[config.mk]
export PLATFORM = sky130hd
export DESIGN_NAME = sum_accumulator
export DESIGN_NICKNAME = d
export VERILOG_FILES = /design/src/rtl/sum_accumulator.sv
export SDC_FILE = /design/constraint.sdc
export NUM_CORES = 1
export LEC_CHECK = 0
export ABC_AREA = 1
export BUFFER_PORTS_ARGS = -buffer_cell sky130_fd_sc_hd__buf_2
export CAP_MARGIN = 20
export CORE_MARGIN = 3
export CORE_UTILIZATION = 40
export CTS_CLUSTER_SIZE = 25
export DETAILED_ROUTE_END_ITERATION = 8
export GPL_TIMING_DRIVEN = 0
export SYNTH_ARGS = -nofsm -noshare
export SYNTH_HDL_FRONTEND = slang
export SYNTH_SLANG_ARGS = --single-unit
[constraint.sdc]
create_clock -name clk -period 1.59 [get_ports clk]
set_input_delay 0.318 -clock clk [delete_from_list [all_inputs] [get_ports clk]]
set_output_delay 0.318 -clock clk [all_outputs]
set_load 0.02 [all_outputs]
[src/rtl/sum_accumulator.sv]
// Block accumulator: gathers N_SAMPLES adder results, then holds total/avg/min/max
// until the downstream consumer takes them through a valid/ready handshake.
module sum_accumulator #(
  parameter int N_SAMPLES = 4,
  localparam int LW = $clog2(N_SAMPLES),
  localparam int TW = 5 + LW
) (
  input  logic          clk,
  input  logic          rst,
  input  logic [4:0]    sum_in,
  input  logic          in_valid,
  output logic          in_ready,
  output logic          out_valid,
  input  logic          out_ready,
  output logic [TW-1:0] out_total,
  output logic [4:0]    out_avg,
  output logic [4:0]    out_min,
  output logic [4:0]    out_max,
  output logic [7:0]    blk_count
);

  typedef enum logic {ACCUM, HOLD} state_t;

  state_t        state;
  logic [TW-1:0] total;
  logic [LW-1:0] cnt;
  logic [4:0]    mn;
  logic [4:0]    mx;

  logic          accept;
  logic          last;
  logic [TW-1:0] next_total;
  logic [4:0]    next_min;
  logic [4:0]    next_max;

  assign in_ready = (state == ACCUM) && !rst;
  assign accept   = in_valid && in_ready;
  assign last     = (cnt == LW'(N_SAMPLES - 1));

  // The first sample of a block seeds min/max; later samples only replace on strict compare.
  always_comb begin
    next_total = total + {{LW{1'b0}}, sum_in};
    next_min   = mn;
    next_max   = mx;
    if (cnt == '0) begin
      next_min = sum_in;
      next_max = sum_in;
    end else begin
      if (sum_in < mn) next_min = sum_in;
      if (sum_in > mx) next_max = sum_in;
    end
  end

  always_ff @(posedge clk or posedge rst) begin
    if (rst) begin
      state     <= ACCUM;
      total     <= '0;
      cnt       <= '0;
      mn        <= '0;
      mx        <= '0;
      out_valid <= 1'b0;
      out_total <= '0;
      out_avg   <= '0;
      out_min   <= '0;
      out_max   <= '0;
      blk_count <= '0;
    end else begin
      case (state)
        ACCUM: begin
          if (accept) begin
            if (last) begin
              out_total <= next_total;
              out_avg   <= next_total[TW-1:LW];
              out_min   <= next_min;
              out_max   <= next_max;
              out_valid <= 1'b1;
              state     <= HOLD;
            end
            total <= next_total;
            cnt   <= cnt + LW'(1);
            mn    <= next_min;
            mx    <= next_max;
          end
        end
        HOLD: begin
          // Running state is cleared here rather than at completion so HOLD is fully frozen.
          if (out_ready) begin
            out_valid <= 1'b0;
            blk_count <= blk_count + 8'd1;
            total     <= '0;
            cnt       <= '0;
            mn        <= '0;
            mx        <= '0;
            state     <= ACCUM;
          end
        end
        default: state <= ACCUM;
      endcase
    end
  end

endmodule

Yosys cells after proc, flatten, opt, wreduce, memory -nomap -nowiden
Index checks and enable logic that the tools add are counted.
Storage, ports and cells
  bits in registers: 51
  input port bits: 9
  logic and storage cells: 52
Operators by class
  $add $sub $neg: 3
  order comparisons: 2
  equality and inequality tests: 4
  mux-type cells: 23
  bitwise operators: 1
  reductions and logical operators: 8
Operators by type and width (number)
  5-bit 2-to-1 mux: 7
  5-bit case mux with 2 select lines: 2
  7-bit 2-to-1 mux: 2
  7-bit case mux with 2 select lines: 1
  8-bit by 1-bit adder with 8-bit output, second input constant: 1
  7-bit by 5-bit adder with 7-bit output: 1
  1-bit 2-to-1 mux: 6
  2-bit != test, second input constant: 3
  3-bit AND reduction: 2
  5-bit > comparator: 1
  5-bit < comparator: 1
  2-bit 2-to-1 mux: 2
  1-bit case mux with 2 select lines: 2
  2-bit case mux with 2 select lines: 1
  2-bit AND reduction: 2
  2-bit by 1-bit adder with 2-bit output, second input constant: 1
  2-bit equality test, second input constant: 1
  1-bit logical AND: 2
  2-bit zero test: 1
  1-bit zero test: 1
  1-bit inverter: 1

Depth between registers and ports, before layout
Gate-level depths: netlist of run 1.
  depth after elaboration: 5
  mapped depth: 10
  depth with buffers taken out: 10

Worst setup path before layout of run 1
Ideal clock, no wire load.
  kind: flip-flop to flip-flop
  start: reg total[0]
  end: reg out_total[6]
  arrival time: 1.355 ns
  required time: 1.473 ns
  setup slack: 0.118 ns
  stages on the path, launching flop included: 10
  buffers on the path: 0
  path through: dfrtp_1 ha_1 inv_1 fa_1 inv_1 nand4_1 nand3_1 nand2_1 nand3_1 nand2_1
Between the ends
  longest elaborated chain between the ends: 1
RTL lines
  start: declaration: RTL line 25  | logic [TW-1:0] total;
  start signal: assignment: RTL line 79  | total <= next_total;
  7-bit by 5-bit adder with 7-bit output: RTL line 42  | next_total = total + {{LW{1'b0}}, sum_in};
  end signal: assignment: RTL line 72  | out_total <= next_total;
  end: declaration: RTL line 15  | output logic [TW-1:0] out_total,
Every way passes these cells.
A chain may end at the register's enable or synchronous reset.

Final worst setup path of run 1
  start: reg total[0]
  end: reg total[6]
Between the ends
  longest elaborated chain between the ends: 3
RTL lines
  7-bit by 5-bit adder with 7-bit output: RTL line 42
  7-bit 2-to-1 mux: RTL line 70  | if (accept) begin
  7-bit case mux with 2 select lines: RTL line 68  | case (state)
Every way passes these cells. The select of a mux whose other input is x is not followed.

==> out/results.ini, run 1 <==
[timing]
max-slew-margin-rel_pct=72.8
max_freq_mhz=627
finalHoldViolCount=0
worst_pin_slew_ns=0.408
grt_setup_unrepaired=yes
finalCritPeriodShare_pct=100
finalMaxSlewViolations=0
finalCriticalPeriod_ns=1.60
skew_ns=0.00376
setup_viol=2
finalWorstSetupSlack_ns=-0.00564

[logic_synthesis]
ys_async_sr_fraction_pct=100
ys_types=29
yosysWarnings=0
synth_area_leaders=dfrtp_1, nand2_1, ha_1, nand3_1, inv_1
synth_top_area_cell=dfrtp_1
synth_most_common_cell=nand2_1
ys.flop_type=dfrtp_1
seq_area_frac_synth_pct=44.9
syn_inst=301
syn_area_mm2=0.00256
synth_top_area_share_pct=44.9
synth_nets=328
synth_common_cells=nand2_1, dfrtp_1, nand3_1
synth-seq-cells=46
avgSynthCellArea_um2=8.52
synth_edf_count=0

[critical_path]
r2r-start=total[0]
crit_start=total[0]
timing.rr.end=total[6]
reg2reg_depth=9
path_max_fanout=2
worstSetupPathType=flip-flop to flip-flop
critPathArrivalTime_ns=1.80
r2r_slack_ns=-0.006
start_kind=flip-flop
critical_path_required_ns=1.79
crit_path_end=total[6]
endpoint_kind=flip-flop

[pwr]
powerDensity_mw_per_mm2=1910
p_leak_nw=1.79
ir_drop_mv=0.999

[cts]
cts_tree=built
htreeDepth=2
clock_sinks=46
clk_pin_slew_ns=0.09
cts_buffers=5
clockBufferDepth=2
clock-root-buffer=clkbuf_8
insertion_delay_ns=0.30

[finish]
diodes=0
nNetsFinal=384
syn_to_final_growth_pct=28.5
final_core_util_pct=54.4
drive_gt1_share_pct=33.8

[run_status]
violations=negative setup slack
status=complete, but fails checks

[die]
dieArea_mm2=0.00741
rows=28
die_h_um=86.1
fp.dieW_um=86.1
ios=41
start_util_pct=42.3
core_area_mm2=0.00606

[min_path]
hp-class=input pin to flip-flop

[place]
place_congestion=0.868
post-place-ws_ns=-0.173
portBuffers=40
hpwl_um=4080

[grt]
grt_pass1_vias=2079
grt_use_total_pct=17.0
globalRouteOverflowTotal=0
antenna_found_initial=0
grt_pass1_wl_um=9950
grt_max_degree=39

[routing]
drt-initial-drc-count=99
drc=0
wire_per_inst_um=13.9
vias=2152
drt_first_pass_iters=4
wirelength_um=6040
postRouteAntennaNets=0
via_per_inst=4.97

[flow_run]
cap_violations=0

==> layout by cell type, fill, tap and decap left out, types with 2 or more instances in the layout <==
cell / n
nand2_1: 82
dfrtp_1: 46
buf_2: 41
nand3_1: 33
inv_1: 28
buf_4: 13
nand2_4: 10
ha_1: 10
inv_2: 9
o21ai_0: 9
nand2_2: 8
nand4_1: 6
nand3_2: 5
o21ai_1: 5
xor2_1: 5
ha_4: 5
clkbuf_8: 5
nor2_4: 4
xnor2_1: 4
nor2_1: 3
nand3_4: 3
buf_6: 3
inv_6: 2
a21oi_1: 2
ha_2: 2
bufinv_16: 2
==> flip-flops by register name, indices dropped and copies added (netlist names) <==
signal and flops:
out_max 5, total 7, blk_count 8, cnt 2, mn 5, out_min 5
state 1, out_total 7, mx 5, out_valid 1
==> layout make-up <==
cell class	instances	area (um^2)
Clock inverter	3	68.8
Multi-Input combinational cell	205	1380
Clock buffer	5	68.8
Timing Repair Buffer	49	283
Buffer	10	83.8
Inverter	40	163
Fill cell	560	2770
Sequential cell	46	1150
Tap cell	75	93.8
==> worst min-delay path by stage <==
stage / startpoint / to / slack [ns] / depth (start not counted)
2_1_floorplan: out_ready / state / 0.41 / 1
3_3_place_gp: out_min[1] / out_min[1] / 0.46 / 2
3_5_place_dp: rst / out_valid / 0.28 / 2
4_1_cts: out_ready / state / 0.25 / 2
5_1_grt: out_ready / state / 0.26 / 2
6_report: out_ready / state / 0.25 / 2
==> logic make-up after synthesis <==
family	after synthesis	share of synthesized area, %
xor gates and xnor gates	10	3.42
buffers and inverters	50	9.61
and+or+nand+nor	159	29.4
AOI/OAI and AO/OA	18	3.56
adders and majority gates	18	9.08
DFF	46	44.9
==> worst max-delay path: stages (launching register included) <==
cell,delay (ns)
dfrtp_1,0.37
ha_2,0.19
inv_2,0.04
fa_2,0.37
inv_2,0.08
nand4_1,0.10
nand3_1,0.12
nand2_2,0.08
nand3_1,0.07
nand2_1,0.06
==> stage by stage <==
| stage | hold slack (ns) | cells | area [um^2] | setup TNS (ns) | power [mW] |
|---|---|---|---|---|---|
| after floorplan | 0.414 | 301 | 2560 | 0 | 3.89 |
| after global placement | 0.458 | 416 | 2860 | -27.47 | 4.55 |
| after detailed placement | 0.283 | 417 | 2880 | -2.64 | 4.61 |
| after CTS | 0.250 | 429 | 3080 | 0 | 5.80 |
| after global routing | 0.256 | 433 | 3290 | -1.01 | 6.81 |
| final | 0.248 | 433 | 3290 | -0.00809 | 6.28 |
==> power by group <==
group / internal (mW) / switching, mW / total, mW
Clock: 0.630 / 0.432 / 1.06
Combinational: 1.27 / 1.97 / 3.24
Sequential: 1.65 / 0.322 / 1.97
Total: 3.55 / 2.73 / 6.28
==> what timing repair did <==
action | CTS | global route
endpoints found under the hold margin | 8 | 0
setup buffers | 3 | 4
hold buffers | 1 | 0
pin swaps | 4 | 17
gates resized for setup | 8 | 44
setup endpoints to repair | 22 | 25
==> metal layers <==
metal  part of all wire (%)  track usage [%]  vias up
met5                      0                0        -
met4                    2.3             5.18        0
met3                    4.9             3.65       12
met2                     47             26.0       52
met1                     46             24.1     1019
li1                       -                -     1069
(Power assumes the default switching activity.)
==> run 2, diff against run 1 <==
--- a/config.mk
+++ b/config.mk
@@ -13,6 +13,7 @@
 export CTS_CLUSTER_SIZE = 25
 export DETAILED_ROUTE_END_ITERATION = 8
 export GPL_TIMING_DRIVEN = 0
+export REMOVE_ABC_BUFFERS = 1
 export SYNTH_ARGS = -nofsm -noshare
 export SYNTH_HDL_FRONTEND = slang
 export SYNTH_SLANG_ARGS = --single-unit
==> run 2 against run 1 <==
Non-clock buffer count shrank 10. The run now ends clean. Global-route usage fell by 0.46 points. Critical path type unchanged. Clock skew is 0.0060 ns higher. Maximum frequency rose by 2.8%. Highest routed layer unchanged. Sequential share of layout area grew 1.5 points. Sequential cell count stayed put. First-iteration DRC count decreased by 36%. Cell area fell by 4.0%. Combinational power is 5% lower.
==> out/results.ini, run 2 (synthesis results as in run 1) <==
[timing]
setup_viol=0  ; -2
grt_setup_unrepaired=yes
finalMaxSlewViolations=0  ; unchanged
worst_pin_slew_ns=0.224  ; -0.184 ns
max-slew-margin-rel_pct=85.1  ; +12 points
skew_ns=0.00979  ; +0.00603 ns
finalHoldViolCount=0  ; unchanged
max_freq_mhz=644  ; +2.8%
whs_ns=0.226  ; -0.0214 ns
finalCriticalPeriod_ns=1.55  ; -0.0432 ns
finalCritPeriodShare_pct=97.6  ; -2.7 points

[routing]
via_per_inst=4.89  ; -1.5%
drt-initial-drc-count=63  ; -36%
drc=0  ; unchanged
vias=2070  ; -3.8%
postRouteAntennaNets=0  ; unchanged
wire_per_inst_um=13.5  ; -3.0%
wirelength_um=5720  ; -5.2%
drt_first_pass_iters=4  ; unchanged

[finish]
nNetsFinal=374  ; -2.6%
syn_to_final_growth_pct=23.3
largest_reg_flops=8  ; unchanged
diodes=0  ; unchanged
reg_top3=blk_count x8, out_total x7, total x7
drive_gt1_share_pct=32.2  ; -1.6 points
final_cell_mix=nand2_1, dfrtp_1, buf_2
regMostFlops=blk_count
final_common_cell=nand2_1

[grt]
globalRouteOverflowTotal=0  ; unchanged
grt_pass1_wl_um=9610  ; -3.4%
grt_pass1_vias=2021  ; -2.8%
grt_max_degree=42  ; +7.7%
antenna_found_initial=0  ; unchanged
grt_use_total_pct=16.5  ; -0.46 points

[run_status]
status=finished clean

[critical_path]
r2r-start=mx[2]
worstSetupPathType=flip-flop to flip-flop
worst-path-buf-inv=1  ; -1
cp_cell_sequence=inv_1, ha_4, nand2_1, nor2_4, nand2_2, nand3_4, nand3_1, nand3_1, nand2_1
critPathArrivalTime_ns=1.76  ; -0.04 ns
critical_path_required_ns=1.80  ; about the same
critical-path-top-delay-family=simple AND/OR/NAND/NOR gates
path_max_fanout=6  ; +4
timing.rr.end=out_max[3]
slowest_stage=dfrtp_1
cpPeakStageDelay_ns=0.37  ; about the same
r2r_slack_ns=0.04  ; +0.04 ns
endpoint_kind=flip-flop
reg2reg_depth=9  ; unchanged
start_kind=flip-flop
crit_start=mx[2]

[die]
ios=41  ; unchanged
dieArea_mm2=0.00741  ; unchanged
fp.dieW_um=86.1  ; unchanged
rows=28  ; unchanged
die_h_um=86.1  ; unchanged
core_area_mm2=0.00606  ; unchanged
start_util_pct=42.3  ; unchanged

[min_path]
whs_path_depth=2  ; unchanged
hold-path-endpoint=state
min_from=out_ready
hp-class=input pin to flip-flop

[cts]
cts_buffers=5  ; unchanged
clock-root-buffer=clkbuf_8
cts_tree=built
clk_pin_slew_ns=0.10  ; about the same
insertion_delay_ns=0.31  ; about the same
clock_sinks=46  ; unchanged
htreeDepth=2  ; unchanged
clockBufferDepth=2  ; unchanged

[pwr]
total_power_mw=5.81  ; -7.4%
p_leak_nw=1.69  ; -5.7%
ir_drop_mv=0.792  ; -21%
p_seq_share_pct=34.0  ; +2.6 points
clock_power_share_pct=12.9  ; -4.0 points
p_sw_share_pct=45.9  ; +2.5 points
p_int_mw=3.15  ; -11%
power.switching_mw=2.67  ; -2.1%
powerDensity_mw_per_mm2=1840  ; -3.5%
combPwrFrac_pct=53.1  ; +1.5 points

[flow_run]
cap_violations=0  ; unchanged

[place]
portBuffers=40  ; unchanged
hpwl_um=3870  ; -5.3%
place_congestion=0.824  ; -5.1%

-- run 2: cell count changes in the layout (fill, tap and decap cells not counted), sizes merged --
cell and change:
buf -10, bufinv -2, clkinvlp +2, clkinv -1, inv +1
-- run 2: metrics by stage --
step / instance area, um^2 / util, % / std cells / worst slack [ns] / TNS [ns]
after floorplan: 2480 / - / 291 / 0.118 / 0
after global placement: 2770 / 45.8 / 406 / -0.530 / -26.61
after detailed placement: 2790 / 46.1 / 407 / -0.145 / -2.92
after CTS: 2940 / 48.5 / 417 / 0.00179 / 0
after global routing: 3160 / 52.2 / 423 / -0.0602 / -0.484
final: 3160 / 52.2 / 423 / 0.0375 / 0
-- run 2: what timing repair did --
action / CTS / global route
hold endpoints to repair: 5 / 0
endpoints found under the setup margin: 23 / 28
pin swaps: 0 / 19
buffers inserted: 1 / 6
hold buffers: 1 / 0
gates resized for setup: 7 / 44
-- run 2: worst max path at each step --
stage                         to  cells after the start  slack [ns]
finish                out_max[3]                      9        0.04
global route               mx[3]                      9       -0.06
CTS                     total[6]                      9       0.002
detailed placement    out_min[2]                     10       -0.14
global placement           mx[3]                      2       -0.53
floorplan           out_total[6]                      9        0.12
-- run 2: area by class of cell --
class / instances / area [um^2]
Clock buffer: 5 / 68.8
Clock inverter: 3 / 23.8
Fill cell: 565 / 2900
Inverter: 40 / 165
Multi-Input combinational cell: 205 / 1360
Sequential cell: 46 / 1150
Tap cell: 75 / 93.8
Timing Repair Buffer: 49 / 295
-- run 2: metal layers --
metal,GRT usage [%],share of wire [%],wire length (um),vias to the layer above
met4,5.18,1.5,84,0
met5,0,0,0,-
li1,-,-,-,1053
met2,26.6,47,2690,40
met1,22.3,48,2730,970
met3,3.46,3.7,211,7
-- run 2: power by group through the flow --
stage          Combinational (mW)  Sequential [mW]  Clock (mW)
3_5_place_dp                 2.53             1.98           0
4_1_cts                      2.62             1.97       0.775
5_1_grt                      3.46             2.05       0.823
2_1_floorplan                1.46             2.34           0
6_report                     3.09             1.97       0.751
3_3_place_gp                 2.46             1.97           0
==> run 3, diff against run 2 <==
--- a/config.mk
+++ b/config.mk
@@ -13,6 +13,7 @@
 export CTS_CLUSTER_SIZE = 25
 export DETAILED_ROUTE_END_ITERATION = 8
 export GPL_TIMING_DRIVEN = 0
+export PLACE_DENSITY_LB_ADDON = 0.1
 export REMOVE_ABC_BUFFERS = 1
 export SYNTH_ARGS = -nofsm -noshare
 export SYNTH_HDL_FRONTEND = slang
==> run 3 against run 2 <==
Global-route usage fell by 0.56 points. Non-clock buffer count up 2. Largest power group unchanged. Total power up 5.1%. Clock skew shrank 0.0024 ns. Critical endpoint is now mx[1]. Sequential cell count unchanged. Core utilization up 1.7 points. Largest cell class unchanged. The run now ends with negative hold slack left. Maximum frequency down 1.7%.
==> out/results.ini, run 3 (synthesis results as in run 1) <==
[run_status]
status=complete, but fails checks
violations=negative hold slack

[die]
core_area_mm2=0.00606  ; unchanged
start_util_pct=42.3  ; unchanged
die_h_um=86.1  ; unchanged
dieArea_mm2=0.00741  ; unchanged
fp.dieW_um=86.1  ; unchanged
rows=28  ; unchanged
ios=41  ; unchanged

[finish]
instances_no_fill=425  ; +0.47%
reg_top3=blk_count x8, out_total x7, total x7
largest_reg_flops=8  ; unchanged
nNetsFinal=376  ; +0.53%
regMostFlops=blk_count
final_common_cell=nand2_1
diodes=0  ; unchanged
drive_gt1_share_pct=33.1  ; +0.96 points
final_cell_mix=nand2_1, dfrtp_1, buf_2
syn_to_final_growth_pct=27.3
final_core_util_pct=53.8  ; +1.7 points

[pwr]
ir_drop_mv=0.855  ; +8.0%
power.switching_mw=2.74  ; +2.7%
combPwrFrac_pct=53.2  ; about the same
clock_power_share_pct=14.7  ; +1.8 points
p_leak_nw=1.74  ; +3.0%
powerDensity_mw_per_mm2=1870  ; +1.9%
p_sw_share_pct=44.9  ; -1.0 points
p_int_mw=3.37  ; +7.2%
p_seq_share_pct=32.1  ; -1.9 points

[grt]
grt_use_total_pct=16.0  ; -0.56 points
grt_pass1_wl_um=9400  ; -2.2%
globalRouteOverflowTotal=0  ; unchanged
grt_max_degree=33  ; -21%
grt_pass1_vias=1980  ; -2.0%
antenna_found_initial=0  ; unchanged

[timing]
whs_ns=-0.00722  ; -0.233 ns
worst_pin_slew_ns=0.347  ; +0.123 ns
finalCriticalPeriod_ns=1.58  ; +0.0266 ns
grt_setup_unrepaired=yes
max_freq_mhz=633  ; -1.7%
finalMaxSlewViolations=0  ; unchanged
skew_ns=0.00735  ; -0.00244 ns
finalCritPeriodShare_pct=99.3  ; +1.7 points
max-slew-margin-rel_pct=76.8  ; -8.2 points
setup_viol=0  ; unchanged
finalHoldViolCount=8  ; +8

[routing]
wirelength_um=5650  ; -1.1%
postRouteAntennaNets=0  ; unchanged
drt_first_pass_iters=4  ; unchanged
vias=2057  ; -0.63%
drc=0  ; unchanged
via_per_inst=4.84  ; -1.1%
drt-initial-drc-count=88  ; +40%
wire_per_inst_um=13.3  ; -1.6%

[cts]
clk_pin_slew_ns=0.10  ; about the same
htreeDepth=2  ; unchanged
clock_sinks=46  ; unchanged
clockBufferDepth=2  ; unchanged
cts_buffers=5  ; unchanged
insertion_delay_ns=0.31  ; about the same
clock-root-buffer=clkbuf_8
hold_buffers=0  ; -1
cts_tree=built

[place]
portBuffers=40  ; unchanged
place_inst=407  ; unchanged
hpwl_um=3920  ; +1.3%
place_congestion=0.812  ; -1.4%

[critical_path]
worstSetupPathType=flip-flop to flip-flop
cpPeakStageDelay_ns=0.40  ; +0.03 ns
path_max_fanout=6  ; unchanged
critPathArrivalTime_ns=1.78  ; +0.02 ns
slowest_stage=dfrtp_1
cp_cell_sequence=inv_2, ha_4, nand2_4, nor2_4, nor2_4, nand3_4, nand2_8, nand2_2, nand3_1, nand2_1
cp_common_cell=nor2_4
start_kind=flip-flop
endpoint_kind=flip-flop
critical_path_required_ns=1.79  ; about the same
critical-path-top-delay-family=simple AND/OR/NAND/NOR gates
worst-path-buf-inv=1  ; unchanged

[min_path]
hp-class=input pin to async pin

[flow_run]
cap_violations=0  ; unchanged

run 3: worst paths after layout:
path	end	start	cells past startpoint	slack, ns
setup / recovery	mx[1]	mx[3]	10	0.01
hold / removal	out_total[0]	rst	2	-0.007
setup reg to reg	mx[1]	mx[3]	10	0.01
hold reg to reg	blk_count[7]	blk_count[7]	1	0.47
max in group asynchronous	out_total[6]	rst	3	1.12
min in group clk	state	out_ready	2	0.23
run 3: routing by layer:
layer	routed length, um	track usage [%]	vias to the layer above
li1	-	-	1053
met1	2710	21.6	969
met2	2690	25.7	28
met3	188	3.27	7
met4	73	4.89	0
met5	0	0	-
run 3: repair_timing:
action,in CTS,in global routing
pin swaps,3,17
buffers inserted,1,9
gates resized for setup,8,52
setup endpoints to repair,22,28
run 3: power by group through the flow:
stage,Combinational [mW],Sequential (mW),Clock [mW]
3_3_place_gp,2.48,1.98,0
2_1_floorplan,1.46,2.34,0
6_report,3.25,1.96,0.900
3_5_place_dp,2.52,1.99,0
4_1_cts,2.62,1.96,0.917
5_1_grt,3.64,2.03,0.971
run 3: cell type report:
class	instances	area (um^2)
flip-flops and latches	46	1150
inverters	40	165
clock buffers	6	72.6
well taps	75	93.8
clock inverters	2	37.5
repair buffers	51	308
multi-input cells	205	1440
fillers	581	2800
run 3: through the flow:
stage | TNS, ns | worst slack, ns | area (um^2) | hold WS (ns) | total power, mW
3_3_place_gp | -27.53 | -0.541 | 2770 | 0.455 | 4.46
3_5_place_dp | -2.90 | -0.149 | 2790 | 0.340 | 4.51
5_1_grt | -0.547 | -0.0703 | 3260 | 0.00651 | 6.64
4_1_cts | 0 | 0.00224 | 2940 | 0.00814 | 5.50
2_1_floorplan | 0 | 0.118 | 2480 | 0.414 | 3.79
6_report | 0 | 0.0109 | 3260 | -0.00722 | 6.11
